<file path="src/rtl/mem_access_stage.sv">
// MEM pipeline stage: drives a single-port data memory over req/ack, stalls while an access is
// outstanding and doubles as the MEM/WB register (sized/extended loads, misalign and watchdog).
module mem_access_stage #(
  parameter int unsigned TIMEOUT = 255,
  parameter int unsigned CNT_W   = 8
) (
  input  logic        clk_i,
  input  logic        rst_n_i,
  input  logic [1:0]  WB_i,
  input  logic        MEMR_i,
  input  logic        MEMW_i,
  input  logic [2:0]  funct3_i,
  input  logic [31:0] ALUout_i,
  input  logic [31:0] RS2_i,
  input  logic [4:0]  RDaddr_i,
  output logic        stall_o,
  output logic        mem_req_o,
  output logic        mem_we_o,
  output logic [31:0] mem_addr_o,
  output logic [3:0]  mem_be_o,
  output logic [31:0] mem_wdata_o,
  input  logic [31:0] mem_rdata_i,
  input  logic        mem_ack_i,
  output logic [1:0]  WB_o,
  output logic [31:0] ALUout_o,
  output logic [31:0] MEMdata_o,
  output logic [4:0]  RDaddr_o,
  output logic        misalign_o,
  output logic        bus_err_o
);

  typedef enum logic [0:0] {StIdle, StWait} state_e;

  localparam logic [CNT_W-1:0] ToLast = CNT_W'(TIMEOUT - 1);

  state_e           state_q, state_d;
  logic [CNT_W-1:0] cnt_q, cnt_d;

  logic        req_q, req_d, we_q, we_d;
  logic [31:0] addr_q, addr_d, wdata_q, wdata_d;
  logic [3:0]  be_q, be_d;
  logic [1:0]  off_q, off_d;
  logic [2:0]  f3_q, f3_d;

  logic [1:0]  wb_q, wb_d;
  logic [31:0] alu_q, alu_d, mdata_q, mdata_d;
  logic [4:0]  rd_q, rd_d;
  logic        mis_q, mis_d, berr_q, berr_d;

  logic        op, misalign, issue, ack_done, abort;
  logic [31:0] lane, ext;

  assign op = MEMR_i | MEMW_i;

  always_comb begin
    unique case (funct3_i[1:0])
      2'b00:   misalign = 1'b0;
      2'b01:   misalign = ALUout_i[0];
      default: misalign = |ALUout_i[1:0];
    endcase
  end

  always_ff @(posedge clk_i or negedge rst_n_i) begin
    if (!rst_n_i) begin
      state_q <= StIdle;
      cnt_q   <= '0;
    end else begin
      state_q <= state_d;
      cnt_q   <= cnt_d;
    end
  end

  always_comb begin
    state_d = state_q;
    cnt_d   = cnt_q;
    unique case (state_q)
      StIdle: begin
        cnt_d = '0;
        if (op && !misalign) state_d = StWait;
      end
      StWait: begin
        if (mem_ack_i || cnt_q == ToLast) begin
          state_d = StIdle;
          cnt_d   = '0;
        end else begin
          cnt_d = cnt_q + CNT_W'(1);
        end
      end
      default: state_d = StIdle;
    endcase
  end

  // Ack takes priority over a watchdog expiry in the same cycle.
  always_comb begin
    stall_o  = 1'b0;
    issue    = 1'b0;
    ack_done = 1'b0;
    abort    = 1'b0;
    unique case (state_q)
      StIdle: begin
        if (op && !misalign) begin
          issue   = 1'b1;
          stall_o = 1'b1;
        end
      end
      StWait: begin
        if (mem_ack_i)           ack_done = 1'b1;
        else if (cnt_q == ToLast) abort   = 1'b1;
        else                      stall_o = 1'b1;
      end
      default: ;
    endcase
    if (!rst_n_i) stall_o = 1'b0;
  end

  always_comb begin
    req_d   = req_q;
    we_d    = we_q;
    addr_d  = addr_q;
    be_d    = be_q;
    wdata_d = wdata_q;
    off_d   = off_q;
    f3_d    = f3_q;
    if (issue) begin
      req_d  = 1'b1;
      we_d   = MEMW_i & ~MEMR_i;
      addr_d = {ALUout_i[31:2], 2'b00};
      off_d  = ALUout_i[1:0];
      f3_d   = funct3_i;
      unique case (funct3_i[1:0])
        2'b00: begin
          be_d    = 4'b0001 << ALUout_i[1:0];
          wdata_d = {4{RS2_i[7:0]}};
        end
        2'b01: begin
          be_d    = 4'b0011 << ALUout_i[1:0];
          wdata_d = {2{RS2_i[15:0]}};
        end
        default: begin
          be_d    = 4'b1111;
          wdata_d = RS2_i;
        end
      endcase
      if (!we_d) be_d = 4'b1111;
    end else if (ack_done || abort) begin
      req_d = 1'b0;
    end
  end

  always_comb begin
    lane = mem_rdata_i >> {off_q, 3'b000};
    unique case (f3_q[1:0])
      2'b00:   ext = {{24{~f3_q[2] & lane[7]}}, lane[7:0]};
      2'b01:   ext = {{16{~f3_q[2] & lane[15]}}, lane[15:0]};
      default: ext = mem_rdata_i;
    endcase
  end

  // MEM/WB register: advances whenever the pipeline is not stalled.
  always_comb begin
    wb_d    = wb_q;
    alu_d   = alu_q;
    rd_d    = rd_q;
    mdata_d = mdata_q;
    mis_d   = 1'b0;
    berr_d  = 1'b0;
    if (!stall_o) begin
      wb_d    = WB_i;
      alu_d   = ALUout_i;
      rd_d    = RDaddr_i;
      mdata_d = '0;
      if (state_q == StIdle && op && misalign) begin
        wb_d  = 2'b00;
        mis_d = 1'b1;
      end else if (abort) begin
        wb_d   = 2'b00;
        berr_d = 1'b1;
      end else if (ack_done && !we_q) begin
        mdata_d = ext;
      end
    end
  end

  always_ff @(posedge clk_i or negedge rst_n_i) begin
    if (!rst_n_i) begin
      req_q   <= 1'b0;
      we_q    <= 1'b0;
      addr_q  <= '0;
      be_q    <= '0;
      wdata_q <= '0;
      off_q   <= '0;
      f3_q    <= '0;
      wb_q    <= '0;
      alu_q   <= '0;
      rd_q    <= '0;
      mdata_q <= '0;
      mis_q   <= 1'b0;
      berr_q  <= 1'b0;
    end else begin
      req_q   <= req_d;
      we_q    <= we_d;
      addr_q  <= addr_d;
      be_q    <= be_d;
      wdata_q <= wdata_d;
      off_q   <= off_d;
      f3_q    <= f3_d;
      wb_q    <= wb_d;
      alu_q   <= alu_d;
      rd_q    <= rd_d;
      mdata_q <= mdata_d;
      mis_q   <= mis_d;
      berr_q  <= berr_d;
    end
  end

  assign mem_req_o   = req_q;
  assign mem_we_o    = we_q;
  assign mem_addr_o  = addr_q;
  assign mem_be_o    = be_q;
  assign mem_wdata_o = wdata_q;
  assign WB_o        = wb_q;
  assign ALUout_o    = alu_q;
  assign MEMdata_o   = mdata_q;
  assign RDaddr_o    = rd_q;
  assign misalign_o  = mis_q;
  assign bus_err_o   = berr_q;

endmodule

</file>
<file path="config.mk">
export PLATFORM = sky130hd
export DESIGN_NAME = mem_access_stage
export DESIGN_NICKNAME = d
export VERILOG_FILES = /design/src/rtl/mem_access_stage.sv
export SDC_FILE = /design/constraint.sdc
export NUM_CORES = 1
export LEC_CHECK = 0
export CELL_PAD_IN_SITES_DETAIL_PLACEMENT = 2
export CELL_PAD_IN_SITES_GLOBAL_PLACEMENT = 2
export CORE_MARGIN = 2
export CORE_UTILIZATION = 27
export DETAILED_ROUTE_END_ITERATION = 7
export GPL_TIMING_DRIVEN = 0
export PLACE_DENSITY = 0.89
export SYNTH_ARGS = -nofsm -noshare
export SYNTH_HDL_FRONTEND = slang
export SYNTH_SLANG_ARGS = --single-unit
</file>
<file path="constraint.sdc">
create_clock -name clk_i -period 2.45 [get_ports clk_i]
set_input_delay 0.6125 -clock clk_i [delete_from_list [all_inputs] [get_ports clk_i]]
set_output_delay 0.6125 -clock clk_i [all_outputs]
set_load 0.02 [all_outputs]
</file>
==> results.toml <==
[critical_path]
cp_max_fo = 2
end_kind = "primary output"
crit_path_max_incr_delay_ns = 0.41
slowest_stage = "dfrtp_1"
arrival_ns = 1.91
path_cells = "ha_4, and3_4, a211o_4, a21boi_4, buf_12, buf_8"
worstSetupStartpoint = "cnt_q[1]$_DFF_PN0_"
r2r_start = "cnt_q[1]$_DFF_PN0_"
start_kind = "flop"
crit_required_ns = 1.84
crit_type = "reg -> out"

[routing]
via_per_inst = 4.80
vias = 6011
drtIter0Drc = 234
drtPass1Iterations = 4
drc = 0
ant_nets = 0
routed_wl_um = 27100
routedWlPerCell_um = 21.6

[place]
routabilityCongestion = 0.796
dp_hpwl_um = 20000
dp_cells = 1215
place_ws_ns = -1.13
numPortBuffers = 251
place_area_sq_um = 9840

[sta]
max_freq_mhz = 397
worst_slack_ns = -0.0681
tightestPinTransition_ns = 0.958
fin_skew_ns = 0.0133
slew_violations = 0
period_needed_ns = 2.52
rsz0062_at_grt = "yes"
period_share_pct = 103
hold_viol = 0
setup_tns_ns = -0.0681
setup_viol = 1
holdWs_ns = 0.0816
max_slew_margin_pct = 35.9

[power_and_ir_drop]
intPower_mw = 6.10
switching_share_pct = 35.5
static-leakage-power_nw = 4.78
p_per_area_nw_per_um2 = 893
switchingPower_mw = 3.36
seq_power_share_pct = 35.6
vdd_drop_max_v = 0.000380
power_mw = 9.46
p_comb_share_pct = 35.2
pwr-share-clk_pct = 29.3

[clock_network]
clkTransAtPathRegs_ns = 0.08
cts.sinks = 155
clock_latency_ns = 0.43
cts_tree = "built"
cts_hold_buf = 0
clk_path_buf_depth = 2
cts_root_buf = "clkbuf_16"
htreeDepth = 4
numCtsBuffers = 17

[synthesis]
synth_cells = 632
synth-simple-area-share_pct = 14.0
syn_area_per_cell_sq_um = 10.9
yosys.area.top_type = "dfrtp_1"
synthArstFlopShare_pct = 100
synthFlopType = "dfrtp_1"
ys_types = 50
synth_edf_count = 0
synthAdderAreaFrac_pct = 0.364
synth_area_leaders = "dfrtp_1 56%, nand2_1 9.5%, mux2_4 6.5%, mux2i_1 4.7%, o21ai_0 2.5%"
syn_area_sq_um = 6880
synth_top_area_share_pct = 56.4
synth.area.mux_share_pct = 13.0
yosys_warnings = 0
synth_compound_area_share_pct = 11.0
synth_xor_area_share_pct = 0.891
synth_top_family_by_area = "simple AND/OR/NAND/NOR gates"
ys_seq_elements = 155
ys_seq_area_share_pct = 56.4

[outcome]
outcome = "finished, violations left"
violations = "setup timing"

[die]
row_count = 58
ios = 255
die_h_um = 164
start_util_pct = 27.4
dieArea_sq_um = 26800
core_area_sq_um = 25100
die_w_um = 164

[final_layout]
design_area_sq_um = 10600
final_util_pct = 42.2
area_growth_pct = 53.9
layout.cells.non_filler = 1252
drive_above_1_share_pct = 12.7
antenna_cells = 0
fin_nets = 1022

[global_route]
grt_pass1_wl_um = 41100
grt_use_total_pct = 20.6
overflow = 0
grt_max_degree = 84
grt_pass1_vias = 6905
antenna_found_initial = 1

[run]
max-cap-violations = 0

[min_path]
min_path_type = "in -> async"
## critical path: cells and delay by family (launching register included)
family	cells	cell delay (ns)
AO/OA/AOI/OAI	2	0.51
adder cells (fa/ha/maj)	1	0.16
buffers and inverters	2	0.24
flip-flops	1	0.41
AND/OR/NAND/NOR	1	0.15
## layer usage
metal | track usage (%) | routed length (um)
met1 | 22.7 | 10400
met2 | 36.9 | 13900
met3 | 7.47 | 2170
met4 | 6.06 | 563
met5 | 0 | 11
## cells by family (layout without fill, tap and decap cells)
| logic type | Yosys count | after routing |
|---|---|---|
| mux | 72 | 72 |
| compound gates | 109 | 109 |
| flops | 155 | 155 |
| simple gates | 237 | 237 |
| buf+inv | 49 | 338 |
| xor+xnor | 7 | 7 |
| other cells | 1 | 2 |
| fa+ha+maj | 2 | 2 |
## power by group through the flow
stage / registers (mW) / logic (mW) / clock network [mW]
floorplan: 3.95 / 1.00 / 0
global placement: 3.37 / 3.20 / 0
detailed placement: 3.42 / 3.30 / 0
CTS: 3.37 / 3.36 / 2.84
global route: 3.43 / 3.59 / 2.95
finish: 3.37 / 3.33 / 2.77
## final cells by class
| type | count | area (sq um) |
|---|---|---|
| tap | 330 | 413 |
| timing repair buffer | 259 | 2630 |
| clock inverter | 15 | 173 |
| sequential | 155 | 3880 |
| fill | 2650 | 14500 |
| clock buffer | 17 | 425 |
| buffer | 41 | 274 |
| inverter | 6 | 22.5 |
| multi-input combinational | 429 | 2770 |
## registers in the layout, summed over array words and instances (netlist names)
signal and cells:
cnt_q 8, mem_req_o 1, mem_be_o 4, RDaddr_o 5
off_q 2, f3_q 3, mem_wdata_o 32, ALUout_o 32
mem_we_o 1, MEMdata_o 32, misalign_o 1, mem_addr_o 30
bus_err_o 1, state_q 1, WB_o 2
## placed cells by master, fill, tap and decap left out, types with 6 or more instances in the layout
| cell type | instances |
|---|---|
| buf_4 | 8 |
| buf_2 | 11 |
| mux2_4 | 30 |
| o221ai_1 | 6 |
| a221o_1 | 16 |
| clkbuf_2 | 6 |
| xor2_1 | 6 |
| clkbuf_16 | 18 |
| nor2_1 | 35 |
| mux2i_1 | 32 |
| nand3_1 | 6 |
| clkbuf_1 | 12 |
| a21oi_1 | 16 |
| dfrtp_1 | 154 |
| clkdlybuf4s50_1 | 245 |
| o21ai_0 | 34 |
| a22oi_1 | 8 |
| nand2_1 | 175 |
## what timing repair did
action,in CTS,in global routing
cloned,0,1
setup buffers,4,2
gates resized for setup,19,15
pin swaps,2,4
endpoints found under the setup margin,51,49
## cell usage after synthesis (4+ instances only)
cell type / n
a21o_1: 5
a22oi_1: 8
nor2b_1: 4
mux2_2: 4
clkbuf_1: 18
buf_6: 4
nor2_1: 36
o2bb2ai_1: 5
a221o_1: 16
nand2_1: 175
dfrtp_1: 155
buf_2: 11
mux2i_1: 32
o21ai_0: 34
a21oi_1: 17
inv_1: 6
mux2_1: 5
mux2_4: 30
nand3_1: 6
xor2_1: 6
o221ai_1: 6
## worst paths after layout
kind                                             to  slack (ns)  depth (start not counted)
min                        ALUout_o[13]$_DFFE_PN0N_        0.08                          1
min in group clk_i         MEMdata_o[0]$_DFFE_PN0N_        0.48                          2
max reg2reg                ALUout_o[16]$_DFFE_PN0N_        0.08                          8
max                                         stall_o       -0.07                          6
min reg2reg                MEMdata_o[0]$_DFFE_PN0N_        0.48                          2
max in group asynchronous   ALUout_o[0]$_DFFE_PN0N_        1.72                          2
(Power assumes the default switching activity.)
